===== src/rtl/usb_bus_event_monitor_if.sv =====
// UTMI line-state monitor bus: raw PHY inputs in, filtered state and bus events out.
// Remote-wake signals are present only when USB_REMOTE_WAKE_EN is defined.
interface usb_bus_event_monitor_if;
   logic [1:0] line_state;
   logic       tx_active;
   logic [1:0] ls_filt;
   logic       bus_reset;
   logic       reset_start;
   logic       reset_end;
   logic       suspended;
   logic       suspend_start;
   logic       resuming;
   logic       resume_done;
`ifdef USB_REMOTE_WAKE_EN
   logic       remote_wake_req;
   logic       drive_k;

   modport master (
      input  line_state, tx_active, remote_wake_req,
      output ls_filt, bus_reset, reset_start, reset_end,
             suspended, suspend_start, resuming, resume_done, drive_k
   );
   modport slave (
      output line_state, tx_active, remote_wake_req,
      input  ls_filt, bus_reset, reset_start, reset_end,
             suspended, suspend_start, resuming, resume_done, drive_k
   );
`else
   modport master (
      input  line_state, tx_active,
      output ls_filt, bus_reset, reset_start, reset_end,
             suspended, suspend_start, resuming, resume_done
   );
   modport slave (
      output line_state, tx_active,
      input  ls_filt, bus_reset, reset_start, reset_end,
             suspended, suspend_start, resuming, resume_done
   );
`endif
endinterface


===== src/rtl/usb_bus_event_monitor.sv =====
// Glitch-filters the UTMI line state and tracks bus reset, suspend and resume events.
// Define USB_REMOTE_WAKE_EN to compile in the remote-wake K driver (WAKE_DRIVE state).
module usb_bus_event_monitor #(
   parameter int FILTER_CYCLES   = 2,
   parameter int RESET_CYCLES    = 150,
   parameter int SUSPEND_CYCLES  = 180000,
   parameter int WAKE_MIN_CYCLES = 120000,
   parameter int WAKE_K_CYCLES   = 120000,
   parameter int CNT_W           = 24
) (
   input logic                      clk,
   input logic                      rst_n,
   usb_bus_event_monitor_if.master  bus
);

   localparam int RUN_W = $clog2(FILTER_CYCLES + 1);
   localparam logic [RUN_W-1:0] RUN_MAX     = RUN_W'(FILTER_CYCLES);
   localparam logic [CNT_W-1:0] RESET_LIM   = CNT_W'(RESET_CYCLES);
   localparam logic [CNT_W-1:0] SUSPEND_LIM = CNT_W'(SUSPEND_CYCLES);
   localparam longint unsigned  CNT_MAX     = (64'd1 << CNT_W) - 64'd1;

   localparam logic [1:0] LS_SE0 = 2'b00;
   localparam logic [1:0] LS_J   = 2'b01;
   localparam logic [1:0] LS_K   = 2'b10;

   if (FILTER_CYCLES < 1 || WAKE_K_CYCLES < 1 ||
       64'(RESET_CYCLES) > CNT_MAX || 64'(SUSPEND_CYCLES) > CNT_MAX ||
       64'(WAKE_MIN_CYCLES) > CNT_MAX || 64'(WAKE_K_CYCLES) > CNT_MAX) begin : g_bad_cfg
      $error("usb_bus_event_monitor: invalid parameter set");
   end

   typedef enum logic [2:0] {
      ST_ACTIVE,
      ST_IN_RESET,
      ST_SUSPENDED,
      ST_RESUMING
`ifdef USB_REMOTE_WAKE_EN
      , ST_WAKE_DRIVE
`endif
   } state_t;

   state_t state_reg, state_next;

   logic [1:0]       cand_reg, cand_next;
   logic [RUN_W-1:0] run_reg, run_next;
   logic [1:0]       ls_filt_reg, ls_filt_next;

   logic reset_start_reg, reset_start_next;
   logic reset_end_reg, reset_end_next;
   logic suspend_start_reg, suspend_start_next;
   logic resume_done_reg, resume_done_next;

   logic [2:0]            cnt_inc;
   logic                  cnt_clr;
   logic [2:0][CNT_W-1:0] cnt_q;
   logic [CNT_W-1:0]      se0_cnt;
   logic [CNT_W-1:0]      idle_cnt;
   logic [CNT_W-1:0]      sus_cnt;

   // Filter: a raw value must be seen on FILTER_CYCLES consecutive edges to pass through.
   always_comb begin
      cand_next    = bus.line_state;
      run_next     = run_reg;
      ls_filt_next = ls_filt_reg;
      if (bus.line_state != cand_reg) begin
         run_next = RUN_W'(1);
      end else if (run_reg != RUN_MAX) begin
         run_next = run_reg + 1'b1;
      end
      if (run_next == RUN_MAX) begin
         ls_filt_next = bus.line_state;
      end
   end

   always_ff @(posedge clk) begin
      if (!rst_n) begin
         cand_reg    <= LS_J;
         run_reg     <= '0;
         ls_filt_reg <= LS_J;
      end else begin
         cand_reg    <= cand_next;
         run_reg     <= run_next;
         ls_filt_reg <= ls_filt_next;
      end
   end

   // Event counters: 0 = SE0 run, 1 = idle J run, 2 = time in SUSPENDED / WAKE_DRIVE.
   always_comb begin
      cnt_inc[0] = (ls_filt_reg == LS_SE0);
      cnt_inc[1] = (ls_filt_reg == LS_J) && !bus.tx_active;
      cnt_inc[2] = (state_reg == ST_SUSPENDED);
`ifdef USB_REMOTE_WAKE_EN
      if (state_reg == ST_WAKE_DRIVE) begin
         cnt_inc[2] = 1'b1;
      end
`endif
      cnt_clr = (state_next != state_reg);
   end

   genvar gi;
   for (gi = 0; gi < 3; gi++) begin : g_cnt
      logic [CNT_W-1:0] cnt_reg;
      always_ff @(posedge clk) begin
         if (!rst_n || cnt_clr || !cnt_inc[gi]) begin
            cnt_reg <= '0;
         end else if (cnt_reg != {CNT_W{1'b1}}) begin
            cnt_reg <= cnt_reg + 1'b1;
         end
      end
      assign cnt_q[gi] = cnt_reg;
   end

   assign se0_cnt  = cnt_q[0];
   assign idle_cnt = cnt_q[1];
   assign sus_cnt  = cnt_q[2];

`ifdef USB_REMOTE_WAKE_EN
   localparam logic [CNT_W-1:0] WAKE_MIN_LIM = CNT_W'(WAKE_MIN_CYCLES);
   localparam logic [CNT_W-1:0] WAKE_K_LAST  = CNT_W'(WAKE_K_CYCLES - 1);
`endif

   always_comb begin
      state_next = state_reg;
      case (state_reg)
         ST_ACTIVE: begin
            if (se0_cnt >= RESET_LIM) begin
               state_next = ST_IN_RESET;
            end else if (idle_cnt >= SUSPEND_LIM) begin
               state_next = ST_SUSPENDED;
            end
         end
         ST_IN_RESET: begin
            if (ls_filt_reg != LS_SE0) begin
               state_next = ST_ACTIVE;
            end
         end
         ST_SUSPENDED: begin
            // Host K wins over a local wake request, which wins over reset timing.
            if (ls_filt_reg == LS_K) begin
               state_next = ST_RESUMING;
            end
`ifdef USB_REMOTE_WAKE_EN
            else if (bus.remote_wake_req && (sus_cnt >= WAKE_MIN_LIM)) begin
               state_next = ST_WAKE_DRIVE;
            end
`endif
            else if (se0_cnt >= RESET_LIM) begin
               state_next = ST_IN_RESET;
            end
         end
         ST_RESUMING: begin
            if (ls_filt_reg != LS_K) begin
               state_next = ST_ACTIVE;
            end
         end
`ifdef USB_REMOTE_WAKE_EN
         ST_WAKE_DRIVE: begin
            // Our own K is on the line, so only the timer decides the exit.
            if (sus_cnt >= WAKE_K_LAST) begin
               state_next = ST_RESUMING;
            end
         end
`endif
         default: state_next = ST_ACTIVE;
      endcase

      reset_start_next   = (state_next == ST_IN_RESET) && (state_reg != ST_IN_RESET);
      reset_end_next     = (state_reg == ST_IN_RESET) && (state_next != ST_IN_RESET);
      suspend_start_next = (state_next == ST_SUSPENDED) && (state_reg != ST_SUSPENDED);
      resume_done_next   = (state_reg == ST_RESUMING) && (state_next == ST_ACTIVE);
   end

   always_ff @(posedge clk) begin
      if (!rst_n) begin
         state_reg         <= ST_ACTIVE;
         reset_start_reg   <= 1'b0;
         reset_end_reg     <= 1'b0;
         suspend_start_reg <= 1'b0;
         resume_done_reg   <= 1'b0;
      end else begin
         state_reg         <= state_next;
         reset_start_reg   <= reset_start_next;
         reset_end_reg     <= reset_end_next;
         suspend_start_reg <= suspend_start_next;
         resume_done_reg   <= resume_done_next;
      end
   end

   assign bus.ls_filt       = ls_filt_reg;
   assign bus.bus_reset     = (state_reg == ST_IN_RESET);
   assign bus.reset_start   = reset_start_reg;
   assign bus.reset_end     = reset_end_reg;
   assign bus.suspend_start = suspend_start_reg;
   assign bus.resuming      = (state_reg == ST_RESUMING);
   assign bus.resume_done   = resume_done_reg;
`ifdef USB_REMOTE_WAKE_EN
   assign bus.suspended     = (state_reg == ST_SUSPENDED) || (state_reg == ST_RESUMING) ||
                              (state_reg == ST_WAKE_DRIVE);
   assign bus.drive_k       = (state_reg == ST_WAKE_DRIVE);
`else
   assign bus.suspended     = (state_reg == ST_SUSPENDED) || (state_reg == ST_RESUMING);
`endif

endmodule


===== src/flat_wrapper.sv =====
// flat-port wrapper written by rule: the top's interface ports become plain ports
module usb_bus_event_monitor_flat 
#(
   parameter int FILTER_CYCLES   = 2,
   parameter int RESET_CYCLES    = 150,
   parameter int SUSPEND_CYCLES  = 180000,
   parameter int WAKE_MIN_CYCLES = 120000,
   parameter int WAKE_K_CYCLES   = 120000,
   parameter int CNT_W           = 24
)
  (clk, rst_n, bus_line_state, bus_tx_active, bus_ls_filt, bus_bus_reset, bus_reset_start, bus_reset_end, bus_suspended, bus_suspend_start, bus_resuming, bus_resume_done);
  usb_bus_event_monitor_if bus_i ();
  input logic clk;
  input logic rst_n;
  input wire logic [$bits(bus_i.line_state)-1:0] bus_line_state;
  input wire logic [$bits(bus_i.tx_active)-1:0] bus_tx_active;
  output wire logic [$bits(bus_i.ls_filt)-1:0] bus_ls_filt;
  output wire logic [$bits(bus_i.bus_reset)-1:0] bus_bus_reset;
  output wire logic [$bits(bus_i.reset_start)-1:0] bus_reset_start;
  output wire logic [$bits(bus_i.reset_end)-1:0] bus_reset_end;
  output wire logic [$bits(bus_i.suspended)-1:0] bus_suspended;
  output wire logic [$bits(bus_i.suspend_start)-1:0] bus_suspend_start;
  output wire logic [$bits(bus_i.resuming)-1:0] bus_resuming;
  output wire logic [$bits(bus_i.resume_done)-1:0] bus_resume_done;
  assign bus_i.line_state = bus_line_state;
  assign bus_i.tx_active = bus_tx_active;
  assign bus_ls_filt = bus_i.ls_filt;
  assign bus_bus_reset = bus_i.bus_reset;
  assign bus_reset_start = bus_i.reset_start;
  assign bus_reset_end = bus_i.reset_end;
  assign bus_suspended = bus_i.suspended;
  assign bus_suspend_start = bus_i.suspend_start;
  assign bus_resuming = bus_i.resuming;
  assign bus_resume_done = bus_i.resume_done;
  usb_bus_event_monitor #(.FILTER_CYCLES(FILTER_CYCLES), .RESET_CYCLES(RESET_CYCLES), .SUSPEND_CYCLES(SUSPEND_CYCLES), .WAKE_MIN_CYCLES(WAKE_MIN_CYCLES), .WAKE_K_CYCLES(WAKE_K_CYCLES), .CNT_W(CNT_W)) u_core (.clk(clk), .rst_n(rst_n), .bus(bus_i));
endmodule

===== config.mk =====
export PLATFORM = sky130hd
export DESIGN_NAME = usb_bus_event_monitor_flat
export DESIGN_NICKNAME = d
export VERILOG_FILES = /design/src/rtl/usb_bus_event_monitor_if.sv /design/src/rtl/usb_bus_event_monitor.sv /design/src/flat_wrapper.sv
export SDC_FILE = /design/constraint.sdc
export NUM_CORES = 1
export LEC_CHECK = 0
export CAP_MARGIN = 5
export CORE_MARGIN = 2
export CORE_UTILIZATION = 45
export CTS_BUF_LIST = sky130_fd_sc_hd__clkbuf_8
export CTS_CLUSTER_SIZE = 28
export DETAILED_ROUTE_END_ITERATION = 8
export HOLD_SLACK_MARGIN = 0.02
export SLEW_MARGIN = 20
export SYNTH_ARGS = -nofsm -noshare
export SYNTH_HDL_FRONTEND = slang
export SYNTH_SLANG_ARGS = --single-unit

===== constraint.sdc =====
create_clock -name clk -period 3.3 [get_ports clk]
set_clock_uncertainty 0.15 [all_clocks]
set_input_delay 0.66 -clock clk [delete_from_list [all_inputs] [get_ports clk]]
set_output_delay 0.66 -clock clk [all_outputs]
set_load 0.01 [all_outputs]

# ---- Word-level counts from Yosys, hierarchy flattened
# Index checks and enable logic that the tools add are counted.
dict set report word_totals {
  input_bits 5
  wordCells 58
  out_inout_bits 9
  reg_bits 61
}
dict set report op_classes {
  n_eq_ne 17
  n_mux 9
  addsub 3
  order_cmp 2
  n_reduce_logical 17
}
# operator count
set op_table {}
lappend op_table {{24-bit by 1-bit adder with 24-bit output (second input constant)} 2}
lappend op_table {{24-bit != test (second input constant)} 2}
lappend op_table {{24-bit by 18-bit greater-or-equal comparator with 1-bit output (second input constant)} 1}
lappend op_table {{24-bit by 8-bit greater-or-equal comparator with 1-bit output (second input constant)} 1}
lappend op_table {{3-bit two-way mux} 6}
lappend op_table {{3-bit one-hot mux with 4 select lines} 1}
lappend op_table {{3-bit by 2-bit equality test with 1-bit output (second input constant)} 3}
lappend op_table {{3-bit by 1-bit equality test with 1-bit output (second input constant)} 2}
lappend op_table {{3-bit zero test} 2}
lappend op_table {{3-bit by 1-bit != test with 1-bit output (second input constant)} 2}
lappend op_table {{1-bit logical AND} 5}
lappend op_table {{2-bit equality test (second input constant)} 2}
lappend op_table {{1-bit zero test} 4}
lappend op_table {{1-bit logical OR} 4}
lappend op_table {{2-bit two-way mux} 2}
lappend op_table {{2-bit != test (second input constant)} 2}
lappend op_table {{3-bit by 2-bit != test with 1-bit output (second input constant)} 1}
lappend op_table {{3-bit != test} 1}
lappend op_table {{2-bit by 1-bit adder with 2-bit output (second input constant)} 1}
lappend op_table {{2-bit by 1-bit equality test with 1-bit output (second input constant)} 1}
lappend op_table {{2-bit zero test} 1}
lappend op_table {{2-bit != test} 1}
lappend op_table {{2-bit nonzero test} 1}

# ---- Logic depth before layout (Yosys ltp)
# Gate-level depths: netlist of run 1.
dict set report logic_depth {
  word_depth 7
  ltp_mapped 8
  depth_no_buf 7
}

# ---- Worst setup path after synthesis of run 1
# OpenSTA, ideal clock, no wires.
dict set report synth_timing {
  kind {reg-to-reg}
  from {register u_core.g_cnt[0].cnt_reg[1]}
  to {register u_core.g_cnt[0].cnt_reg[1]}
  n_path_buf 1
  period_less_slack_ns 1.969
  t_required_ns 3.047
  setup_time_ns 0.103
  arrival_time_ns 1.715
  path_slack_ns 1.331
  path_stages_with_launch 7
  path_cell_list {dfxtp_1 -> ha_1 -> nand2_1 -> nor4_1 -> clkbuf_1 -> nand2_1 -> a2111oi_2}
}
dict set report synth_between {
  elab_chain_cells 7
  word_cells_on_any_way 10
  classes_between {add/sub (1); order compare (1); eq/ne (2); mux (4); reduce/logical (2)}
}
# element line_no
set synth_rtl {}
lappend synth_rtl {{from (decl)} usb_bus_event_monitor.sv:102} ;# logic [CNT_W-1:0] cnt_reg;
lappend synth_rtl {{from (signal assigned)} usb_bus_event_monitor.sv:107} ;# cnt_reg <= cnt_reg + 1'b1;
lappend synth_rtl {{24-bit by 8-bit greater-or-equal comparator with 1-bit output} {usb_bus_event_monitor.sv:126, usb_bus_event_monitor.sv:147}}
lappend synth_rtl {{3-bit two-way mux} usb_bus_event_monitor.sv:147} ;# else if (se0_cnt >= RESET_LIM) begin
lappend synth_rtl {{3-bit two-way mux} usb_bus_event_monitor.sv:139} ;# if (ls_filt_reg == LS_K) begin
lappend synth_rtl {{3-bit one-hot mux with 4 select lines} usb_bus_event_monitor.sv:124} ;# case (state_reg)
lappend synth_rtl {{3-bit != test} usb_bus_event_monitor.sv:97} ;# cnt_clr = (state_next != state_reg);
lappend synth_rtl {{1-bit logical OR (2 in series)} usb_bus_event_monitor.sv:104} ;# if (!rst_n || cnt_clr || !cnt_inc[gi]) begin
# Parallel ways exist; a longest one is shown, timed or not.
# A chain may end at the register's enable or synchronous reset.

# ---- Worst setup path after layout of run 1
dict set report layout_timing {
  from {input port rst_n}
  to {register u_core.g_cnt[1].cnt_reg[6]}
}
dict set report layout_between {
  elab_chain_cells 3
}
# element line_no
set layout_rtl {}
lappend layout_rtl {{from (decl)} flat_wrapper.sv:14} ;# input logic rst_n;
lappend layout_rtl {{1-bit zero test} --}
lappend layout_rtl {{1-bit logical OR (2 in series)} usb_bus_event_monitor.sv:104}
lappend layout_rtl {{to (signal assigned)} usb_bus_event_monitor.sv:107}
lappend layout_rtl {{to (decl)} usb_bus_event_monitor.sv:102}
# No other way between the ends.

==> metrics.md, run 1 <==
| Metric | Value |
|---|---|
| Htree depth | `3` |
| First-pass GRT wire length | `between 10000 and 15000 µm` |
| Via count | `~2600` |
| Rows | `31` |
| CP endpoint kind | `flip-flop` |
| Post-CTS Resized | `0` |
| Avg Inst Size Synth | `about 8.9 µm²` |
| Minimum clock period | `between 2 and 3 ns` |
| Status | `complete, no violations` |
| Setup TNS | `0 ns` |
| Ys Warns | `0` |
| Clock-pin slew on the worst setup and hold paths | `0.07 ns` |
| Detailed Place HPWL | `around 4500 µm` |
| Initial drt markers | `85` |
| CTS Buf Count | `9` |
| Max FFs per register | `48` |
| Leakage | `~1.1 nW` |
| CTS tree | `yes` |
| Yosys reg bits | `between 60 and 70` |
| Number of distinct library cells after synthesis | `59` |
| Fmax | `378 MHz` |
| Initial antenna violation count | `0` |
| Type of the worst setup path | `input port to flip-flop` |
| Slew headroom | `a little under a third` |
| Root Driver | `clkbuf_8` |
| Most common library cell in the layout ignoring fill and taps | `dfxtp_1` |
| Final WL | `6560 µm` |
| Worst path arrival time | `approximately 2.7 ns` |
| Die ar. | `7940 µm²` |
| Core Region | `about 7100 µm²` |
| CP Cell Sequence | `clkdlybuf4s50_1 -> nand2b_1 -> nor4b_1 -> o311ai_4 -> a211oi_1` |
| Final #Nets | `between 300 and 400` |
| Core Util, Final | `between 50 and 60%` |
| Initial cell density of the core | `45.7%` |
| Setup Fix Bufs, Post-CTS | `0` |
| Top FF cell, synth | `dfxtp_1` |
| Largest net degree at the start of global routing | `25` |
| MaxCap Viol Count | `0` |
| Final instance area | `~3600 µm²` |
| Detailed Routing Iterations Pass 1 | `4` |
| Chip width | `~90 µm` |
| Inst Count DP | `about 470` |
| DRC viols | `0` |
| Grt total ovfl | `0` |
| CP max FO | `24` |
| Peak VDD IR | `around 0.16 mV` |
| Share of layout cells above drive strength 1 | `under 10%` |
| Post-synth EDFFs | `0` |
| Final Max Tran Viols | `0` |
| Clock Latency Late Sink | `0.33 ns` |
| Overall routing resource usage | `18.1%` |
| Final hold vios | `0` |
| Hold/Removal Path Class | `flip-flop to flip-flop` |
| Syn Nets | `between 300 and 400` |
| Post-DR wirelength/cell | `between 10 and 15 µm` |
| Async set-or-reset flop fraction in the synthesized netlist | `0%` |
| PortBufs | `13` |
| Power Dens Cells | `362 nW/µm²` |
| CTS Sinks | `between 60 and 70` |
| Final setup fails | `0` |
| DP Area | `3450 µm²` |
| Design Power | `approximately 0.0013 W` |
| Non-filler cells in the finished layout | `approximately 480` |
| Post-Syn Area | `~3300 µm²` |
| Via/cell ratio | `approximately 5.4` |
| Tcrit/Tclk final | `between 80% and 90%` |
| Area Overhead vs Synth | `10.4%` |
| Critical Path RT | `around 3.4 ns` |
| Post-Syn Instances | `~370` |
| Routed Antenna Nets | `0` |
| I/O pin total | `14` |
| Hold_buf cts | `0` |
| Startpoint Class | `input port` |
| RSZ-0062 raised after global routing | `no` |
| Longest Clk Path Bufs | `2` |
| RD Place Congestion | `around 0.76` |
| Sequential area share after synthesis | `between 30% and 40%` |
| Crit-path max cell delay | `0.61 ns` |
| Antenna cells | `0` |
| Commonest cells after routing, fill and taps aside | `dfxtp_1 (61), nor2_1 (45), xnor2_1 (35)` |
| CP max-delay cell | `clkdlybuf4s50_1` |
| Least-Margin Pin Slew | `1.05 ns` |
| DIE HEIGHT | `between 80 and 90 µm` |
| Vias in the first global route | `approximately 2400` |
cell type report:
cell class	instances	area, µm²
clock buffers	9	124
clock inverters	5	22.5
fillers	733	3540
inverters	15	56.3
multi-input cells	277	1900
flip-flops and latches	61	1220
well taps	99	124
repair buffers	16	153
logic make-up after synthesis:
kind of cell / after synthesis / synth area share (%)
AOI/OAI and AO/OA: 58 / 14.8
xor gates and xnor gates: 40 / 10.7
adders and majority gates: 5 / 1.92
buffers and inverters: 30 / 4.45
DFF: 61 / 37.5
muxes: 2 / 0.614
other: 1 / 0.115
and+or+nand+nor: 171 / 29.9
cell usage after synthesis (all sizes together), types with 11 or more instances:
master	count	area share (%)
dfxtp	61	37
nand2	21	2.4
xnor2	35	9.4
a21oi	20	3.1
nor3	19	3.6
a211oi	11	2.5
buf	13	2.5
nand3	18	3.1
inv	15	1.7
nor2	47	5.6
nor4	12	2.5
nand4	13	3.1
metrics by stage:
| stage | hold slack, ns | worst slack (ns) |
|---|---|---|
| 2_1_floorplan | 0.337 | 1.33 |
| 3_3_place_gp | 0.353 | 0.423 |
| 3_5_place_dp | 0.360 | 0.284 |
| 4_1_cts | 0.371 | 0.642 |
| 5_1_grt | 0.415 | 0.409 |
| 6_report | 0.370 | 0.655 |
critical path, delay by kind of cell:
kind | cells | cell delay [ns]
AOI/OAI and AO/OA | 2 | 0.72
buffers and inverters | 1 | 0.61
and+or+nand+nor | 2 | 0.74
final timing paths:
check	cells past startpoint	endpoint	slack, ns	from
worst max-delay path	5	u_core.g_cnt[1].cnt_reg[6]	0.65	rst_n
worst min-delay path	2	u_core.g_cnt[1].cnt_reg[13]	0.37	u_core.g_cnt[1].cnt_reg[13]
worst max register to register	5	u_core.g_cnt[1].cnt_reg[2]	0.79	u_core.g_cnt[1].cnt_reg[10]
worst min register to register	2	u_core.g_cnt[1].cnt_reg[13]	0.37	u_core.g_cnt[1].cnt_reg[13]
where the power goes:
part           switching (W)  internal (W)  leakage (nW)  total (W)
Combinational      0.0000201     0.0000152         0.507  0.0000353
Sequential        0.00000405      0.000741         0.493   0.000745
Clock               0.000268      0.000254        0.0871   0.000522
metal layers:
metal  share of wire (%)  global-route usage (%)  vias up
li1                    -                       -     1350
met1                  48                    24.0     1228
met2                  48                    28.6       33
met3                 2.9                    5.54        4
met4                0.66                    4.75        0
met5                   0                       0        -
Power figures use the tool's default switching activity.
==> run 2, diff against run 1 <==
clock period = 2.26 ns   (was 3.3 ns; I/O delays follow)
==> run 2 against run 1 <==
- sequential power grew 46%
- setup slack lost 0.56 ns
- largest power group unchanged
- register-to-register slack lost 0.60 ns
- critical endpoint is now bus_resuming
==> metrics.md, run 2 (same netlist as run 1, synthesis figures left out) <==
| Metric | Value |
|---|---|
| Status | `complete, no violations (unchanged)` |
| Via/cell ratio | `5.35 (was 5.43)` |
| Clock Latency Late Sink | `0.34 ns (was 0.33 ns)` |
| RSZ-0062 raised after global routing | `no (unchanged)` |
| Detailed Routing Iterations Pass 1 | `4 (unchanged)` |
| Final #Nets | `407 (was 390)` |
| Initial antenna violation count | `0 (unchanged)` |
| Switch share | `21.4% (was 22.4%)` |
| # fillers | `696 (was 733)` |
| Commonest cells after routing, fill and taps aside | `dfxtp_1 (60), nor2_1 (45), xnor2_1 (35) (was dfxtp_1 (61), nor2_1 (45), xnor2_1 (35))` |
| Min-delay src | `u_core.state_reg[0] (was u_core.g_cnt[1].cnt_reg[13])` |
| Comb pwr share | `2.9% (was 2.7%)` |
| DIE HEIGHT | `89.1 µm (unchanged)` |
| Critical R2R Launch | `u_core.g_cnt[0].cnt_reg[0] (was u_core.g_cnt[1].cnt_reg[10])` |
| Worst slack, placed | `0.0974 ns (was 0.284 ns)` |
| Final WL | `6700 µm (was 6560 µm)` |
| Largest net degree at the start of global routing | `25 (unchanged)` |
| Peak VDD IR | `0.296 mV (was 0.163 mV)` |
| Rows | `31 (unchanged)` |
| Power Dens Cells | `540 nW/µm² (was 362 nW/µm²)` |
| Worst R2R Path Depth | `7 (was 5)` |
| Fmax | `about 460 MHz` |
| Final worst slack | `0.0925 ns (was 0.655 ns)` |
| Post-DR wirelength/cell | `13.4 µm (was 13.6 µm)` |
| Flop pwr share | `53.0% (was 57.2%)` |
| I/O pin total | `14 (unchanged)` |
| Setup TNS | `0 ns (unchanged)` |
| Vias in the first global route | `2563 (was 2420)` |
| Die ar. | `7940 µm² (unchanged)` |
| Worst R2R End | `u_core.g_cnt[0].cnt_reg[21] (was u_core.g_cnt[1].cnt_reg[2])` |
| Critical Path RT | `1.66 ns (was 3.38 ns)` |
| Routed Antenna Nets | `0 (unchanged)` |
| Startpoint Class | `flip-flop (was input port)` |
| Via count | `2668 (was 2615)` |
| Post-CTS Resized | `3 (was 0)` |
| Hold Crit Depth | `2 (unchanged)` |
| Htree depth | `3 (unchanged)` |
| DRC viols | `0 (unchanged)` |
| Least-Margin Pin Slew | `0.559 ns (was 1.05 ns)` |
| Max FFs per register | `48 (unchanged)` |
| Share of layout cells above drive strength 1 | `14.5% (was 9.40%)` |
| MaxCap Viol Count | `0 (unchanged)` |
| Internal power | `0.00162 W (was 0.00101 W)` |
| Longest Clk Path Bufs | `2 (unchanged)` |
| CP endpoint kind | `output pin (was flip-flop)` |
| Hold/Removal Path Class | `flip-flop to flip-flop (unchanged)` |
| Final setup fails | `0 (unchanged)` |
| Worst R2R Setup Slack | `0.19 ns (was 0.79 ns)` |
| Core Region | `7140 µm² (unchanged)` |
| Hold_buf cts | `0 (unchanged)` |
| Initial cell density of the core | `45.7% (unchanged)` |
| Tcrit/Tclk final | `between 90% and 100%` |
| Minimum clock period | `around 2.2 ns` |
| Root Driver | `clkbuf_8 (unchanged)` |
| Overall routing resource usage | `18.5% (was 18.1%)` |
| Final Max Tran Viols | `0 (unchanged)` |
| Worst path arrival time | `1.57 ns (was 2.73 ns)` |
| Most common library cell in the layout ignoring fill and taps | `dfxtp_1 (unchanged)` |
| Grt total ovfl | `0 (unchanged)` |
| RD Place Congestion | `0.783 (was 0.762)` |
| Area Overhead vs Synth | `16.7% (was 10.4%)` |
| CTS Sinks | `61 (unchanged)` |
| CTS tree | `yes (unchanged)` |
| PortBufs | `13 (unchanged)` |
| CTS Buf Count | `9 (unchanged)` |
| Sw power | `0.000439 W (was 0.000292 W)` |
| Type of the worst setup path | `flip-flop to output pin (was input port to flip-flop)` |
| Leakage | `1.20 nW (was 1.09 nW)` |
| Initial drt markers | `112 (was 85)` |
| CP max FO | `7 (was 24)` |
| Slew headroom | `62.2% (was 30.1%)` |
| Detailed Place HPWL | `4750 µm (was 4550 µm)` |
| First-pass GRT wire length | `11400 µm (was 11300 µm)` |
| Antenna cells | `0 (unchanged)` |
| Setup Fix Bufs, Post-CTS | `0 (unchanged)` |
| Clock power frac | `44.1% (was 40.1%)` |
| Final hold vios | `0 (unchanged)` |
| Clock-pin slew on the worst setup and hold paths | `0.06 ns (was 0.07 ns)` |
| Chip width | `89.1 µm (unchanged)` |
| WHS Endpoint | `u_core.bus.reset_end (was u_core.g_cnt[1].cnt_reg[13])` |
run 2: changes by cell type in the layout (fill, tap and decap cells not counted), sizes merged:
cell           delta
clkdlybuf4s50     -1
dlygate4sd2       +1
clkinv            -2
clkbuf            +4
inv               -2
buf              +17
run 2: worst max-delay path by stage:
| stage | start | end | slack (ns) | cells after the start |
|---|---|---|---|---|
| floorplan | u_core.g_cnt[0].cnt_reg[1] | u_core.g_cnt[0].cnt_reg[1] | 0.29 | 6 |
| finish | u_core.state_reg[1] | bus_resuming | 0.09 | 3 |
| global route | u_core.state_reg[1] | bus_resuming | 0.008 | 3 |
| global placement | rst_n | u_core.g_cnt[1].cnt_reg[2] | 0.15 | 7 |
| detailed placement | rst_n | u_core.g_cnt[1].cnt_reg[6] | 0.1 | 7 |
| CTS | u_core.state_reg[1] | bus_resuming | 0.04 | 3 |
run 2: layout make-up:
class / count / area (µm²) / share of cell area, %
repair buffers: 33 / 304 / 7.99
multi-input cells: 277 / 1910 / 50.3
inverters: 15 / 56.3 / 1.48
clock buffers: 13 / 179 / 4.70
clock inverters: 1 / 5.00 / 0.132
well taps: 99 / 124 / 3.26
flip-flops and latches: 61 / 1220 / 32.1
run 2: power by group through the flow:
stage | sequential [W] | clock (W) | combinational [W]
after CTS | 0.00109 | 0.000940 | 0.0000613
after detailed placement | 0.00111 | 0 | 0.0000611
after global placement | 0.00111 | 0 | 0.0000602
after global routing | 0.00109 | 0.000985 | 0.0000683
after floorplan | 0.00111 | 0 | 0.0000359
final | 0.00109 | 0.000906 | 0.0000604
run 2: stage by stage:
step                hold WS [ns]  instance area (µm²)  util, %  total power (W)  cells
CTS                        0.336                 3790     53.1          0.00209    499
floorplan                  0.337                 3260        -          0.00115    368
global placement           0.327                 3610     50.5          0.00117    485
detailed placement         0.332                 3610     50.5          0.00117    485
finish                     0.343                 3800     53.3          0.00206    499
global route               0.379                 3800     53.3          0.00214    499
run 2: per-layer routing:
metal | global-route usage, % | vias to the layer above | wire (µm)
li1 | - | 1383 | -
met1 | 21.8 | 1249 | 3170
met2 | 31.6 | 27 | 3300
met3 | 6.09 | 9 | 169
met4 | 6.11 | 0 | 70
met5 | 0 | - | 0
run 2: critical path, cell delays in order (launching register included):
cell	delay, ns
dfxtp_2	0.40
nor2b_4	0.19
and2_1	0.13
clkdlybuf4s50_1	0.52
